**src/rtl/multicycle_datapath_if.sv**
```systemverilog
// Control/status and unified-memory bundle between the multicycle MIPS datapath
// and its controller/memory. The datapath uses the slave modport.
interface multicycle_datapath_if;
   logic        IorD;
   logic        ALUSrcA;
   logic [1:0]  ALUSrcB;
   logic [1:0]  PCSrc;
   logic        IRWrite;
   logic        PCWrite;
   logic        MemWrite;
   logic        RegDst;
   logic        MemtoReg;
   logic        RegWrite;
   logic        Branch;
   logic [1:0]  ALUOp;
   logic [31:0] RD;
   logic [5:0]  OP;
   logic [5:0]  Funct;
   logic [31:0] ADR;
   logic [31:0] WD;
   logic        WE;
   logic [31:0] outputPC;
   logic        PCEn;
   logic        Zero;

   modport master (
      output IorD, ALUSrcA, ALUSrcB, PCSrc, IRWrite, PCWrite, MemWrite,
             RegDst, MemtoReg, RegWrite, Branch, ALUOp, RD,
      input  OP, Funct, ADR, WD, WE, outputPC, PCEn, Zero
   );

   modport slave (
      input  IorD, ALUSrcA, ALUSrcB, PCSrc, IRWrite, PCWrite, MemWrite,
             RegDst, MemtoReg, RegWrite, Branch, ALUOp, RD,
      output OP, Funct, ADR, WD, WE, outputPC, PCEn, Zero
   );
endinterface

```
**src/rtl/multicycle_datapath.sv**
```systemverilog
// Multicycle 32-bit MIPS datapath: PC, IR, MDR, register file, ALU and holding regs.
// Define DATAPATH_JUMP_EN to let PCSrc=10 select the J-type jump target.
module multicycle_datapath (
   input  logic                  clk,
   input  logic                  rst,
   multicycle_datapath_if.slave  bus
);
   localparam logic [2:0] ALU_ADD = 3'd0;
   localparam logic [2:0] ALU_SUB = 3'd1;
   localparam logic [2:0] ALU_AND = 3'd2;
   localparam logic [2:0] ALU_OR  = 3'd3;
   localparam logic [2:0] ALU_SLT = 3'd4;

   logic [31:0] pc_q, pc_d;
   logic [31:0] instr_q, instr_d;
   logic [31:0] data_q, data_d;
   logic [31:0] a_q, a_d;
   logic [31:0] b_q, b_d;
   logic [31:0] alu_out_q, alu_out_d;
   logic [31:0] rf_q [32];
   logic [31:0] rf_d [32];

   logic [4:0]         rs, rt, a3;
   logic [31:0]        sign_imm, src_a, src_b, alu_result, pc_next, wd3;
   logic signed [31:0] src_a_s, src_b_s;
   logic [2:0]         alu_ctl;
   logic               zero, pc_en;

   assign rs       = instr_q[25:21];
   assign rt       = instr_q[20:16];
   assign a3       = bus.RegDst ? instr_q[15:11] : instr_q[20:16];
   assign wd3      = bus.MemtoReg ? data_q : alu_out_q;
   assign sign_imm = {{16{instr_q[15]}}, instr_q[15:0]};

   always_comb begin
      alu_ctl = ALU_ADD;
      case (bus.ALUOp)
         2'b01:   alu_ctl = ALU_SUB;
         2'b11:   alu_ctl = ALU_OR;
         2'b10: begin
            case (instr_q[5:0])
               6'b100010: alu_ctl = ALU_SUB;
               6'b100100: alu_ctl = ALU_AND;
               6'b100101: alu_ctl = ALU_OR;
               6'b101010: alu_ctl = ALU_SLT;
               default:   alu_ctl = ALU_ADD;
            endcase
         end
         default: alu_ctl = ALU_ADD;
      endcase
   end

   always_comb begin
      src_a = bus.ALUSrcA ? a_q : pc_q;
      case (bus.ALUSrcB)
         2'b00:   src_b = b_q;
         2'b01:   src_b = 32'd4;
         2'b10:   src_b = sign_imm;
         default: src_b = {sign_imm[29:0], 2'b00};
      endcase
   end

   assign src_a_s = src_a;
   assign src_b_s = src_b;

   always_comb begin
      case (alu_ctl)
         ALU_SUB: alu_result = src_a - src_b;
         ALU_AND: alu_result = src_a & src_b;
         ALU_OR:  alu_result = src_a | src_b;
         ALU_SLT: alu_result = {31'd0, (src_a_s < src_b_s)};
         default: alu_result = src_a + src_b;
      endcase
   end

   assign zero  = (alu_result == 32'd0);
   assign pc_en = bus.PCWrite | (bus.Branch & zero);

   // Without the jump option, PCSrc=10 falls into the ALUResult default.
   always_comb begin
      pc_next = alu_result;
      case (bus.PCSrc)
         2'b01:   pc_next = alu_out_q;
`ifdef DATAPATH_JUMP_EN
         2'b10:   pc_next = {pc_q[31:28], instr_q[25:0], 2'b00};
`endif
         default: pc_next = alu_result;
      endcase
   end

   always_comb begin
      pc_d      = pc_en ? pc_next : pc_q;
      instr_d   = bus.IRWrite ? bus.RD : instr_q;
      data_d    = bus.RD;
      a_d       = (rs == 5'd0) ? 32'd0 : rf_q[rs];
      b_d       = (rt == 5'd0) ? 32'd0 : rf_q[rt];
      alu_out_d = alu_result;
      rf_d      = rf_q;
      if (bus.RegWrite && (a3 != 5'd0)) begin
         rf_d[a3] = wd3;
      end
   end

   always_ff @(posedge clk) begin
      if (!rst) begin
         pc_q      <= '0;
         instr_q   <= '0;
         data_q    <= '0;
         a_q       <= '0;
         b_q       <= '0;
         alu_out_q <= '0;
         rf_q      <= '{default: '0};
      end else begin
         pc_q      <= pc_d;
         instr_q   <= instr_d;
         data_q    <= data_d;
         a_q       <= a_d;
         b_q       <= b_d;
         alu_out_q <= alu_out_d;
         rf_q      <= rf_d;
      end
   end

   assign bus.OP       = instr_q[31:26];
   assign bus.Funct    = instr_q[5:0];
   assign bus.ADR      = bus.IorD ? alu_out_q : pc_q;
   assign bus.WD       = b_q;
   assign bus.WE       = bus.MemWrite;
   assign bus.outputPC = pc_q;
   assign bus.PCEn     = pc_en;
   assign bus.Zero     = zero;
endmodule

```
**src/flat_wrapper.sv**
```systemverilog
// flat-port wrapper written by rule: the top's interface ports become plain ports
module multicycle_datapath_flat 
  (clk, rst, bus_IorD, bus_ALUSrcA, bus_ALUSrcB, bus_PCSrc, bus_IRWrite, bus_PCWrite, bus_MemWrite, bus_RegDst, bus_MemtoReg, bus_RegWrite, bus_Branch, bus_ALUOp, bus_RD, bus_OP, bus_Funct, bus_ADR, bus_WD, bus_WE, bus_outputPC, bus_PCEn, bus_Zero);
  multicycle_datapath_if bus_i ();
  input  logic clk;
  input  logic rst;
  input wire logic [$bits(bus_i.IorD)-1:0] bus_IorD;
  input wire logic [$bits(bus_i.ALUSrcA)-1:0] bus_ALUSrcA;
  input wire logic [$bits(bus_i.ALUSrcB)-1:0] bus_ALUSrcB;
  input wire logic [$bits(bus_i.PCSrc)-1:0] bus_PCSrc;
  input wire logic [$bits(bus_i.IRWrite)-1:0] bus_IRWrite;
  input wire logic [$bits(bus_i.PCWrite)-1:0] bus_PCWrite;
  input wire logic [$bits(bus_i.MemWrite)-1:0] bus_MemWrite;
  input wire logic [$bits(bus_i.RegDst)-1:0] bus_RegDst;
  input wire logic [$bits(bus_i.MemtoReg)-1:0] bus_MemtoReg;
  input wire logic [$bits(bus_i.RegWrite)-1:0] bus_RegWrite;
  input wire logic [$bits(bus_i.Branch)-1:0] bus_Branch;
  input wire logic [$bits(bus_i.ALUOp)-1:0] bus_ALUOp;
  input wire logic [$bits(bus_i.RD)-1:0] bus_RD;
  output wire logic [$bits(bus_i.OP)-1:0] bus_OP;
  output wire logic [$bits(bus_i.Funct)-1:0] bus_Funct;
  output wire logic [$bits(bus_i.ADR)-1:0] bus_ADR;
  output wire logic [$bits(bus_i.WD)-1:0] bus_WD;
  output wire logic [$bits(bus_i.WE)-1:0] bus_WE;
  output wire logic [$bits(bus_i.outputPC)-1:0] bus_outputPC;
  output wire logic [$bits(bus_i.PCEn)-1:0] bus_PCEn;
  output wire logic [$bits(bus_i.Zero)-1:0] bus_Zero;
  assign bus_i.IorD = bus_IorD;
  assign bus_i.ALUSrcA = bus_ALUSrcA;
  assign bus_i.ALUSrcB = bus_ALUSrcB;
  assign bus_i.PCSrc = bus_PCSrc;
  assign bus_i.IRWrite = bus_IRWrite;
  assign bus_i.PCWrite = bus_PCWrite;
  assign bus_i.MemWrite = bus_MemWrite;
  assign bus_i.RegDst = bus_RegDst;
  assign bus_i.MemtoReg = bus_MemtoReg;
  assign bus_i.RegWrite = bus_RegWrite;
  assign bus_i.Branch = bus_Branch;
  assign bus_i.ALUOp = bus_ALUOp;
  assign bus_i.RD = bus_RD;
  assign bus_OP = bus_i.OP;
  assign bus_Funct = bus_i.Funct;
  assign bus_ADR = bus_i.ADR;
  assign bus_WD = bus_i.WD;
  assign bus_WE = bus_i.WE;
  assign bus_outputPC = bus_i.outputPC;
  assign bus_PCEn = bus_i.PCEn;
  assign bus_Zero = bus_i.Zero;
  multicycle_datapath u_core (.clk(clk), .rst(rst), .bus(bus_i));
endmodule
```
**config.mk**
```make
export PLATFORM = sky130hd
export DESIGN_NAME = multicycle_datapath_flat
export DESIGN_NICKNAME = d
export VERILOG_FILES = /design/src/rtl/multicycle_datapath_if.sv /design/src/rtl/multicycle_datapath.sv /design/src/flat_wrapper.sv
export SDC_FILE = /design/constraint.sdc
export NUM_CORES = 2
export LEC_CHECK = 0
export CAP_MARGIN = 15
export CORE_AREA = 2 2 358 360
export CTS_CLUSTER_DIAMETER = 100
export DETAILED_ROUTE_END_ITERATION = 7
export DIE_AREA = 0 0 360 362
export PLACE_DENSITY = 0.66
export SETUP_SLACK_MARGIN = 0.4
export SYNTH_ARGS = -nofsm -noshare
export SYNTH_HDL_FRONTEND = slang
export SYNTH_SLANG_ARGS = --single-unit
```
**constraint.sdc**
```tcl
create_clock -name clk -period 15.2 [get_ports clk]
set_input_delay 1.52 -clock clk [delete_from_list [all_inputs] [get_ports clk]]
set_output_delay 1.52 -clock clk [all_outputs]
set_load 0.02 [all_outputs]
```
# After elaboration in Yosys (flattened, before gate mapping)
# Index checks and enable logic that the tools add are counted.
dict set report classes {
  n_addsub 2
  n_reduce_logical 9
  n_lt_le_gt_ge 5
  n_eq_ne 14
  muxes 18
  bitwise 8
}
# operator n
set ops {}
lappend ops {{1024-bit bitwise mux} 1}
lappend ops {{32-bit binary-select mux with 5-bit select} 2}
lappend ops {{32-bit 2-to-1 mux} 9}
lappend ops {{32-bit demux with 5-bit select} 1}
lappend ops {{32-bit one-hot mux with 4 select lines} 1}
lappend ops {{32-bit one-hot mux with 3 select lines} 1}
lappend ops {{32-bit adder} 1}
lappend ops {{32-bit AND} 1}
lappend ops {{32-bit zero test} 1}
lappend ops {{32-bit < comparator} 1}
lappend ops {{32-bit OR} 1}
lappend ops {{32-bit subtractor} 1}
lappend ops {{6-bit equality test (second input constant)} 4}
lappend ops {{6-bit greater-or-equal comparator (second input constant)} 3}
lappend ops {{5-bit inverter with 6-bit output} 3}
lappend ops {{3-bit one-hot mux with 4 select lines} 1}
lappend ops {{5-bit zero test} 2}
lappend ops {{3-bit one-hot mux with 3 select lines} 1}
lappend ops {{2-bit by 1-bit equality test with 1-bit output (second input constant)} 3}
lappend ops {{2-bit equality test (second input constant)} 3}
lappend ops {{3-bit by 2-bit equality test with 1-bit output (second input constant)} 2}
lappend ops {{6-bit by 1-bit < comparator with 1-bit output (second input constant)} 1}
lappend ops {{5-bit 2-to-1 mux} 1}
lappend ops {{5-bit nonzero test} 1}
lappend ops {{other kinds (8)} 10}
dict set report totals {
  reg_bits 1216
  inputBits 49
}

# Longest topological paths before layout
dict set report logic_depth {
  word_depth 8
  ltp_mapped 19
  depth_no_buf 16
}

# Worst setup path before layout
# Ideal clock, no wire load.
dict set report synth_path {
  kind {input to output}
  start {in bus_ALUSrcA}
  end {out bus_PCEn}
  t_arrival_ns 5.688
  cell_stages 17
  setup_slack_ns 7.992
  n_path_buf 4
  t_required_ns 13.680
  path_cell_list {clkbuf_1 buf_1 mux2_2 ha_1 buf_2 inv_1 a221o_1 o21ai_1 or4b_1 and2_4 a2bb2oi_1 mux2i_1 or4b_4 a2111oi_4 a41oi_4 buf_6 inv_2}
}
dict set report synth_via {
  elab_chain_len 6
  word_cells_on_any_way 10
}
# element line
set synth_rtl {}
lappend synth_rtl {{from (decl)} flat_wrapper.sv:8} ;# input wire logic [$bits(bus_i.ALUSrcA)-1:0] bus_ALUSrcA;
lappend synth_rtl {{32-bit 2-to-1 mux *} multicycle_datapath.sv:54} ;# src_a = bus.ALUSrcA ? a_q : pc_q;
lappend synth_rtl {{32-bit adder, or another cell as far along} multicycle_datapath.sv:72} ;# default: alu_result = src_a + src_b;
lappend synth_rtl {{32-bit one-hot mux with 4 select lines *} multicycle_datapath.sv:67} ;# case (alu_ctl)
lappend synth_rtl {{32-bit zero test *} multicycle_datapath.sv:76} ;# assign zero = (alu_result == 32'd0);
lappend synth_rtl {{1-bit AND *} multicycle_datapath.sv:77} ;# assign pc_en = bus.PCWrite | (bus.Branch & zero);
lappend synth_rtl {{1-bit OR *} multicycle_datapath.sv:77}
lappend synth_rtl {{to (decl)} flat_wrapper.sv:26} ;# output wire logic [$bits(bus_i.PCEn)-1:0] bus_PCEn;
# Mark *: on every way between the ends. The rest lies on a longest branch, timed or not.

# Worst setup path after layout
dict set report layout_path {
  start {in bus_ALUSrcB[1]}
  end {out bus_PCEn}
}
dict set report layout_via {
  elab_chain_len 7
  word_cells_on_any_way 13
}
# element line
set layout_rtl {}
lappend layout_rtl {{from (decl)} flat_wrapper.sv:9} ;# input wire logic [$bits(bus_i.ALUSrcB)-1:0] bus_ALUSrcB;
lappend layout_rtl {{2-bit equality test, or another cell as far along} multicycle_datapath.sv:55} ;# case (bus.ALUSrcB)
lappend layout_rtl {{32-bit one-hot mux with 3 select lines *} multicycle_datapath.sv:55}
lappend layout_rtl {{32-bit adder, or another cell as far along} multicycle_datapath.sv:72}
lappend layout_rtl {{32-bit one-hot mux with 4 select lines *} multicycle_datapath.sv:67}
lappend layout_rtl {{32-bit zero test *} multicycle_datapath.sv:76}
lappend layout_rtl {{1-bit AND *} multicycle_datapath.sv:77}
lappend layout_rtl {{1-bit OR *} multicycle_datapath.sv:77}
# Marks and branches as above.

==> impl_metrics.tcl <==
set metrics [dict create \
    r2r_cells 15 \
    gp_congestion 0.9365 \
    fin_cells 7767 \
    fin_crit_sh 0.6023 \
    min_from "u_core.rf_q[1004]" \
    grt_pass1_wl_um 335000 \
    dp.cells 7529 \
    cts.repair.resized 0 \
    synthTopCellsByCount "dfxtp_1, nor2_1, a211oi_1" \
    synth-main-ff-cell "dfxtp_1" \
    rsz0062_at_grt "false" \
    cts_tree "done" \
    power.density_nw_per_um2 111.5 \
    fillCellCount 10890 \
    finalSetupViolCount 0 \
    fin_skew_ns 0.03165 \
    post-cts-setup-buffer-count 0 \
    preCtsSetupSlack_ns 6.250 \
    clock_sinks 1216 \
    vias 52400 \
    ant_nets 0 \
    avgViaCountPerCell 6.746 \
    numPortBuffers 157 \
    drt_iter0_drc 6566 \
    num_antenna_cells 0 \
    seqPwrFrac 0.428 \
    rrSetupSlack_ns 9.30 \
    path_clk_slew_ns 0.06 \
    synth_nets 6441 \
    arrival_ns 7.64 \
    clkPwrFrac 0.434 \
    hold_viol_final 0 \
    cp_max_fo 25 \
    final.setup.tns_ns 0 \
    firstDrtPassIters 6 \
    setup_slack_ns 6.045 \
    p_sw_mw 2.199 \
    grt.overflow.total 0 \
    final_layout_size_suffix_gt1_frac 0.1762 \
    syn_area_per_cell_um2 9.984 \
    antenna_found_initial 17 \
    netlist_instances 6294 \
    start_kind "primary input" \
    path_class "primary input to output pin" \
    switching_share 0.2819 \
    maxCapViolations 0 \
    ys_seq_elements 1216 \
    die_h_um 362 \
    core_um2 126700 \
    required_ns 13.68 \
    syn_area_um2 62840 \
    outcome "completed" \
    final_core_util 0.5522 \
    nNetsFinal 6151 \
    synth.top_cell.area_share 0.3874 \
    maxSlewHeadroom 0.1368 \
    drc_errors 0 \
    ys_types 87 \
    end_kind "output pin" \
    wirelength_um 226900 \
    wl_per_cell_um 29.22 \
    regArea_um2 24380 \
    die_w_um 360 \
    dieArea_um2 130300 \
    postCtsHoldBufs 0 \
    io_pins 160 \
    p_int_mw 5.602 \
    async_reset_ff_frac 0 \
    fin_crit_ns 9.155 \
    holdWs_ns 0.4871 \
    area_growth_pct 11.32 \
    maxSlewViolCount 0 \
    max-vdd-ir-drop_v 0.00008300 \
    synthTopCellsByArea "dfxtp_1, mux4_2, a211oi_1" \
    grtUsageTotal 0.3413 \
    synth-edff-count 0 \
    clock-root-buffer "clkbuf_16" \
    synth_most_common_cell "dfxtp_1" \
    holdPathStages 1 \
    fmax_ghz 0.1092 \
    placementRows 131 \
    p_leak_nw 22.21 \
    ys.warnings.count 0 \
    ctsHtreeMaxLevel 4 \
    dp_hpwl_um 135100 \
    yosysSeqAreaShare 0.3874 \
    combinationalPowerShare 0.138 \
    worstReg2RegEnd "u_core.bus.outputPC[4]" \
    multi_input_area_um2 35970 \
    min_delay_worst_endpoint "u_core.rf_q[1004]" \
    grt_pass1_vias 49350 \
    grt_max_degree 126 \
    clk_latency_ns 0.79 \
    yosysTopAreaCell "dfxtp_1" \
    initial_utilization 0.4960 \
    numCtsBuffers 133 \
    worst_pin_slew_ns 1.268 \
    min-delay-path-class "flip-flop to flip-flop" \
    r2r_start "u_core.instr_q[3]" \
    cts_buffer_depth 3 \
]
power by group through the flow:
stage | Combinational, mW | Clock, mW | Sequential [mW]
2_1_floorplan | 0.694 | 0 | 3.36
3_3_place_gp | 1.04 | 0 | 3.40
3_5_place_dp | 1.05 | 0 | 3.40
4_1_cts | 1.05 | 3.41 | 3.33
5_1_grt | 1.13 | 3.54 | 3.34
6_report | 1.07 | 3.39 | 3.34
sequential cells by signal, indices dropped and copies added (netlist names):
register             cells
u_core.bus.outputPC     32
u_core.bus.WD           32
u_core.rf_q           1024
u_core.instr_q          32
u_core.alu_out_q        32
u_core.a_q              32
u_core.data_q           32
cell families (layout without fill, tap and decap cells):
logic type,after synthesis,in the layout,synth area share
AOI/OAI and AO/OA,1607,1607,0.1884
xor gates and xnor gates,6,6,0.0008362
muxes,907,907,0.2435
and+or+nand+nor,1656,1656,0.1107
buffers and inverters,804,615,0.04942
adders and majority gates,98,98,0.01975
DFF,1216,1216,0.3874
critical path: stages:
cell	delay [ns]
clkdlybuf4s50_1	0.46
buf_4	0.30
nor2_2	0.12
buf_4	0.26
a22o_1	0.30
ha_1	0.52
inv_1	0.17
a221oi_1	0.77
nand2_1	0.26
a21oi_1	0.31
o221a_2	0.23
o21ai_0	0.14
or4b_1	0.61
nor4_1	0.47
and4_1	0.38
a41oi_4	0.14
inv_2	0.06
clkdlybuf4s50_1	0.59
placed cells by master, fill, tap and decap left out, types with 14 or more instances in the layout:
| cell | count |
|---|---|
| o31ai_1 | 17 |
| a221oi_1 | 46 |
| clkbuf_16 | 136 |
| nor2_4 | 31 |
| buf_4 | 115 |
| clkdlybuf4s50_1 | 152 |
| ha_1 | 96 |
| a21oi_1 | 120 |
| nor4_1 | 15 |
| a22o_1 | 33 |
| mux2_2 | 152 |
| clkbuf_1 | 30 |
| o21ai_0 | 68 |
| mux2i_2 | 18 |
| inv_1 | 97 |
| nand2b_1 | 33 |
| clkbuf_8 | 25 |
| nand2_1 | 144 |
| nand3_1 | 30 |
| a31oi_1 | 15 |
| mux2i_4 | 14 |
| o221ai_1 | 44 |
| and2_1 | 84 |
| nor2_1 | 1179 |
| mux2i_1 | 241 |
| o21a_1 | 18 |
| a211oi_1 | 1015 |
| a211o_1 | 22 |
| mux4_2 | 482 |
| dfxtp_1 | 1206 |
| o211ai_1 | 30 |
| a21o_1 | 25 |
| o22ai_1 | 61 |
| nor3_1 | 50 |
how the worst max path moves through the flow:
| stage | start | to | slack, ns | cells after the start |
|---|---|---|---|---|
| after floorplan | bus_ALUSrcA | bus_PCEn | 7.99 | 17 |
| after global placement | bus_ALUSrcB[1] | bus_PCEn | 6.27 | 18 |
| after detailed placement | bus_ALUSrcB[1] | bus_Zero | 6.25 | 17 |
| after CTS | bus_ALUSrcB[1] | bus_Zero | 6.22 | 17 |
| after global routing | bus_ALUSrcB[1] | bus_PCEn | 5.97 | 18 |
| final | bus_ALUSrcB[1] | bus_PCEn | 6.04 | 18 |
area by class of cell:
type	instances	share of cell area
multi-input combinational	4274	0.5142
sequential	1216	0.3485
clock buffer	191	0.05518
timing repair buffer	280	0.03704
tap	1662	0.02972
clock inverter	45	0.009980
inverter	99	0.005419
routing by layer:
| layer | GRT usage | share of wire |
|---|---|---|
| met5 | 0.001480 | 0.00037 |
| met4 | 0.1325 | 0.039 |
| met3 | 0.06130 | 0.097 |
| met2 | 0.5237 | 0.45 |
| met1 | 0.4792 | 0.42 |
metrics by stage:
step	instance area, um2	power [mW]
floorplan	62840	4.052
global placement	65340	4.447
detailed placement	65360	4.452
CTS	69920	7.799
global route	69960	8.009
finish	69960	7.802
(Power assumes the default switching activity.)
